File: config.mk
export PLATFORM = sky130hd
export DESIGN_NAME = mem_arbiter
export DESIGN_NICKNAME = d
export VERILOG_FILES = /design/src/rtl/mem_arbiter.sv
export SDC_FILE = /design/constraint.sdc
export NUM_CORES = 1
export LEC_CHECK = 0
export BUFFER_PORTS_ARGS = -buffer_cell sky130_fd_sc_hd__buf_4
export CAP_MARGIN = 5
export CELL_PAD_IN_SITES_DETAIL_PLACEMENT = 1
export CELL_PAD_IN_SITES_GLOBAL_PLACEMENT = 2
export CORE_MARGIN = 2
export CORE_UTILIZATION = 25
export DETAILED_ROUTE_END_ITERATION = 12
export PLACE_DENSITY_LB_ADDON = 0.1
export SYNTH_ARGS = -nofsm -noshare
export SYNTH_HDL_FRONTEND = slang
export SYNTH_SLANG_ARGS = --single-unit
File: constraint.sdc
create_clock -name clock -period 2.8 [get_ports clock]
set_input_delay 0.28 -clock clock [delete_from_list [all_inputs] [get_ports clock]]
set_output_delay 0.28 -clock clock [all_outputs]
set_load 0.005 [all_outputs]
File: src/rtl/mem_arbiter.sv
// Two-port (instruction fetch / data) round-robin arbiter in front of a single
// memory port; one transaction outstanding at a time.
module mem_arbiter #(
   parameter int ADDR_W = 32,
   parameter int DATA_W = 32
) (
   input  logic              clock,
   input  logic              areset,

   input  logic              i_req_valid,
   input  logic [ADDR_W-1:0] i_req_addr,
   output logic              i_req_ready,
   output logic              i_rsp_valid,
   output logic [DATA_W-1:0] i_rsp_data,

   input  logic              d_req_valid,
   input  logic              d_req_write,
   input  logic [ADDR_W-1:0] d_req_addr,
   input  logic [DATA_W-1:0] d_req_wdata,
   output logic              d_req_ready,
   output logic              d_rsp_valid,
   output logic [DATA_W-1:0] d_rsp_data,

   output logic              m_req_valid,
   output logic              m_req_write,
   output logic [ADDR_W-1:0] m_req_addr,
   output logic [DATA_W-1:0] m_req_wdata,
   input  logic              m_req_ready,
   input  logic              m_rsp_valid,
   input  logic [DATA_W-1:0] m_rsp_data,

   output logic              busy
);

   typedef enum logic [1:0] {
      IDLE  = 2'd0,
      ISSUE = 2'd1,
      WAIT  = 2'd2
   } state_t;

   state_t state;
   logic   last_d;    // 1 when the data port holds the most recent grant
   logic   grant_d;   // port owning the outstanding transaction
   logic   pick_d;

   // NOTE: every output of this block is assigned on every path, so no latch is inferred.
   always_comb begin
      pick_d      = d_req_valid && (!i_req_valid || !last_d);
      i_req_ready = (state == IDLE) && i_req_valid && !pick_d;
      d_req_ready = (state == IDLE) && pick_d;
   end

   // NOTE: all state here uses non-blocking assignments so every register samples pre-edge values.
   always_ff @(posedge clock or negedge areset) begin
      if (!areset) begin
         state       <= IDLE;
         last_d      <= 1'b1;
         grant_d     <= 1'b0;
         m_req_valid <= 1'b0;
         m_req_write <= 1'b0;
         m_req_addr  <= '0;
         m_req_wdata <= '0;
         i_rsp_valid <= 1'b0;
         d_rsp_valid <= 1'b0;
         i_rsp_data  <= '0;
         d_rsp_data  <= '0;
         busy        <= 1'b0;
      end else begin
         i_rsp_valid <= 1'b0;
         d_rsp_valid <= 1'b0;
         case (state)
            IDLE: begin
               if (i_req_ready || d_req_ready) begin
                  grant_d     <= pick_d;
                  last_d      <= pick_d;
                  m_req_valid <= 1'b1;
                  m_req_write <= pick_d && d_req_write;
                  m_req_addr  <= pick_d ? d_req_addr : i_req_addr;
                  m_req_wdata <= pick_d ? d_req_wdata : '0;
                  busy        <= 1'b1;
                  state       <= ISSUE;
               end
            end
            ISSUE: begin
               if (m_req_ready) begin
                  m_req_valid <= 1'b0;
                  state       <= WAIT;
               end
            end
            WAIT: begin
               // Write acks return no data to the requester.
               if (m_rsp_valid) begin
                  if (grant_d) begin
                     d_rsp_valid <= 1'b1;
                     d_rsp_data  <= m_req_write ? '0 : m_rsp_data;
                  end else begin
                     i_rsp_valid <= 1'b1;
                     i_rsp_data  <= m_rsp_data;
                  end
                  busy  <= 1'b0;
                  state <= IDLE;
               end
            end
            default: begin
               m_req_valid <= 1'b0;
               busy        <= 1'b0;
               state       <= IDLE;
            end
         endcase
      end
   end

endmodule

Word-level counts from Yosys, hierarchy flattened:

Index checks and enable logic that the tools add are counted.

* multiplexer cells: 18
* eq/ne operators: 5
* reductions and logical operators: 17
* bitwise gates (word level): 3

Operator list (count)
* 32-bit two-way mux: 3
* 3-bit AND reduction: 5
* 1-bit two-way mux: 9
* 2-bit two-way mux: 3
* 1-bit case mux with 3 select lines: 2
* 2-bit case mux with 3 select lines: 1
* 1-bit logical AND: 5
* 2-bit != test (second input constant): 2
* 1-bit zero test: 3
* 1-bit NOT: 3
* 2-bit by 1-bit == test with 1-bit output (second input constant): 1
* 2-bit == test (second input constant): 1
* 2-bit zero test: 1
* 1-bit logical OR: 2
* 2-bit by 1-bit != test with 1-bit output (second input constant): 1
* 2-bit AND reduction: 1

* input port bits: 135
* flip-flop bits (word level): 137

Longest topological paths before layout:

* depth in word-level cells: 8
* depth in mapped cells: 6
* gate-level depth less buffers: 3

Least setup slack after synthesis:

No wires, ideal clock.

* path type: register -> register
* start: register state[0]
* end: register i_rsp_data[10]
* stages on the path, launching flop included: 5
* slack: 1.338 ns
* arrival time: 1.338 ns
* clock period less this slack: 1.462 ns
* cell sequence: dfrtp_1 > buf_2 > nor3_4 > buf_6 > mux2_2

* word-level cells in the longest chain between the ends: 2

RTL lines
* start, declared: RTL line 41 `state_t state;`
* start signal, assigned: RTL line 56 `state <= IDLE;`
* start signal, assigned: RTL line 81 `state <= ISSUE;`
* start signal, assigned: RTL line 87 `state <= WAIT;`
* 2-bit == test: RTL line 71 `case (state)`
* 3-bit AND reduction (no line)
* end signal, assigned: RTL line 98 `i_rsp_data <= m_rsp_data;`
* end, declared: RTL line 14 `output logic [DATA_W-1:0] i_rsp_data,`

Every way passes these cells.
A chain may end at the register's enable or synchronous reset.

Final worst setup path:

* start: register state[1]
* end: output port d_req_ready

* word-level cells in the longest chain between the ends: 2

RTL lines
* 2-bit zero test: RTL line 50 `d_req_ready = (state == IDLE) && pick_d;`
* 1-bit logical AND: RTL line 50
* end, declared: RTL line 20 `output logic d_req_ready,`

Every way passes these cells.

==> flow_metrics.env <==
export IMPL_final_core_util_pct=38.3
export IMPL_numCtsBuffers=17
export IMPL_netlist_area_sq_mm=0.00559
export IMPL_core_sq_mm=0.0219
export IMPL_cp_arrival_ps=1870
export IMPL_synthesis_nets=630
export IMPL_synth_adder_area_share_pct=0
export IMPL_hpwl_um=13200
export IMPL_layout_common_cells="280 x buf_4, 136 x dfrtp_1, 107 x nand2_1"
export IMPL_synth_simple_area_share_pct=12.3
export IMPL_endpoint_kind="output pin"
export IMPL_rrSetupSlack_ps=980
export IMPL_critPathSlowestCell="nor3_4"
export IMPL_regArea_sq_mm=0.00343
export IMPL_synth_cell_types=27
export IMPL_numPortBuffers=269
export IMPL_rows=54
export IMPL_r2r_start="state[1]"
export IMPL_crit_end="d_req_ready"
export IMPL_syn2layout_area_growth_pct=50.1
export IMPL_vias=4728
export IMPL_slowest_delay_ps=720
export IMPL_outcome="complete, no violations"
export IMPL_place_congestion=0.707
export IMPL_antenna_found_initial=0
export IMPL_drt_iter0_markers=134
export IMPL_multi_input_area_sq_mm=0.00191
export IMPL_worstPathRequired_ps=2520
export IMPL_max_freq_ghz=0.466
export IMPL_grt_start_max_net_pins=73
export IMPL_start_kind="flop"
export IMPL_placed_cell_area_sq_mm=0.00781
export IMPL_dr_pass1_iters=4
export IMPL_critical_path_top_delay_family="simple AND/OR/NAND/NOR gates"
export IMPL_drc=0
export IMPL_grt_pass1_wl_um=29200
export IMPL_path_cells="nor3_4 -> buf_4"
export IMPL_crit_path_start="state[1]"
export IMPL_stdcell_area_sq_mm=0.00839
export IMPL_cts_root_buf="clkbuf_16"
export IMPL_filler_cell_count=2457
export IMPL_cp_max_fo=18
export IMPL_nets=892
export IMPL_diodes=0
export IMPL_synthMuxAreaShare_pct=6.45
export IMPL_crit_type="reg2out"
export IMPL_track_usage_pct=15.8
export IMPL_fin_crit_ps=2150
export IMPL_leakage_nw=4.13
export IMPL_ios=270
export IMPL_path_buf_inv=1
export IMPL_worst_pin_slew_ps=789
export IMPL_synth_xor_area_share_pct=0
export IMPL_cts_path_max_buffers=2
export IMPL_dp_slack_ps=936
export IMPL_yosys_top_cells_area="dfrtp_1 61%, nand2_1 7.2%, mux2_2 6.4%"
export IMPL_yosys_warnings=0
export IMPL_hold_viol_final=0
export IMPL_clock_latency_ps=410
export IMPL_wl_met2_um=9400
export IMPL_cts_tree="built"
export IMPL_drv_slew=0
export IMPL_synth_top_family_by_area="compound AO/OA/AOI/OAI gates"
export IMPL_wl_per_cell_um=17.9
export IMPL_start_util_pct=25.5
export IMPL_syn_inst=495
export IMPL_grt_pass1_vias=5143
export IMPL_path_clk_slew_ps=70
export IMPL_die_y_um=154
export IMPL_dr_wl_met3_um=1230
export IMPL_synth_compound_area_share_pct=15.5
export IMPL_layout_drive_gt1_share_pct=45.7
export IMPL_drt_met1_wl_um=7870
export IMPL_maxSlewHeadroom_pct=47.2
export IMPL_top_layer_used="met4"
export IMPL_peakVddDrop_v=0.000345
export IMPL_ys_ff_latch=137
export IMPL_rr_endpoint="m_req_wdata[26]"
export IMPL_avgSynthCellArea_sq_um=11.3
export IMPL_viasPerCell=4.50
export IMPL_rsz0062_at_grt="no"
export IMPL_fin_tns_setup_ps=0
export IMPL_die_w_um=154
export IMPL_synth_top_area_cell="dfrtp_1"
export IMPL_yosysTopAreaCellShare_pct=60.9
export IMPL_crit_cells=2
export IMPL_postRouteAntennaNets=0
export IMPL_fin_ws_ps=655
export IMPL_post_cts_buffers=0
export IMPL_wl_um=18800
export IMPL_reg2reg_depth=3
export IMPL_cts_max_level=4
export IMPL_hold_path_depth=2
export IMPL_cts_sinks=137
export IMPL_fp_dieArea_sq_mm=0.0236
export IMPL_cap_violations=0
export IMPL_timing_final_crit_share_pct=76.6
export IMPL_synth_seq_area_share_pct=61.4
export IMPL_hold_path_class="in2reg"
export IMPL_clock_skew_ps=10.2
export IMPL_final_common_cell="buf_4"
export IMPL_power_density_mw_per_mm2=1090
export IMPL_setup_viol=0
export IMPL_gr_total_overflow=0
## synth_stat cells
library cell  count
a21bo_1           1
a21boi_2          1
a21o_1            1
a21oi_1          32
a22o_1           33
a31oi_1          31
a31oi_2           1
and2_0            1
buf_2            13
buf_4             1
buf_6            10
clkbuf_1         15
dfrtp_1         136
dfstp_2           1
inv_1             1
mux2_2           32
nand2_1         107
nand2_2           1
nand2b_1         32
nand4b_1          1
nor2_1            3
nor2_2            1
nor3_4            2
o21ai_0          35
o21ai_1           1
or2_0             1
or3b_2            1
## cells by family after synthesis
logic type | count (synthesis)
AO/OA/AOI/OAI | 136
AND/OR/NAND/NOR | 150
flip-flops | 137
buffers and inverters | 40
multiplexers | 32
## flip-flops by register name, indices dropped and copies added, names as in the netlist
register	cells
m_req_addr	32
m_req_wdata	32
busy	1
m_req_valid	1
m_req_write	1
d_rsp_data	32
i_rsp_data	32
state	2
last_d	1
d_rsp_valid	1
i_rsp_valid	1
grant_d	1
## per-layer routing
| metal | track usage (%) | up-vias |
|---|---|---|
| li1 | - | 2227 |
| met1 | 19.2 | 2339 |
| met2 | 26.7 | 147 |
| met3 | 4.74 | 15 |
| met4 | 5.20 | 0 |
| met5 | 0 | - |
## timing repair
item,CTS,global route
hold buffers,1,0
gates resized for setup,0,0
endpoints found under the hold margin,68,0
## where the power goes
part | total [mW] | internal [mW] | switching (mW)
clock | 2.19 | 1.25 | 0.944
sequential | 3.48 | 2.90 | 0.581
combinational | 3.50 | 1.96 | 1.55
## how the worst min path moves through the flow
stage,slack [ps],start,end
2_1_floorplan,-20,areset,busy
3_3_place_gp,370,areset,d_rsp_data[9]
3_5_place_dp,370,areset,d_rsp_data[9]
4_1_cts,60,d_req_write,m_req_write
5_1_grt,70,d_req_wdata[18],m_req_wdata[18]
6_report,90,d_req_wdata[16],m_req_wdata[16]
## stage by stage
step           std cells  power [mW]  hold slack [ps]
4_1_cts             1050        9.36             63.8
5_1_grt             1050        9.82             68.9
6_report            1050        9.18             89.6
2_1_floorplan        495        5.03            -15.6
3_3_place_gp        1017        6.99              367
3_5_place_dp        1017        7.11              369
## layout make-up
| class | instances | area share (%) |
|---|---|---|
| well taps | 280 | 4.18 |
| clock buffers | 18 | 5.12 |
| multi-input cells | 318 | 22.8 |
| flip-flops and latches | 137 | 40.9 |
| repair buffers | 282 | 25.3 |
| clock inverters | 14 | 1.67 |
| inverters | 1 | 0.0447 |
Power figures use the tool's default switching activity.
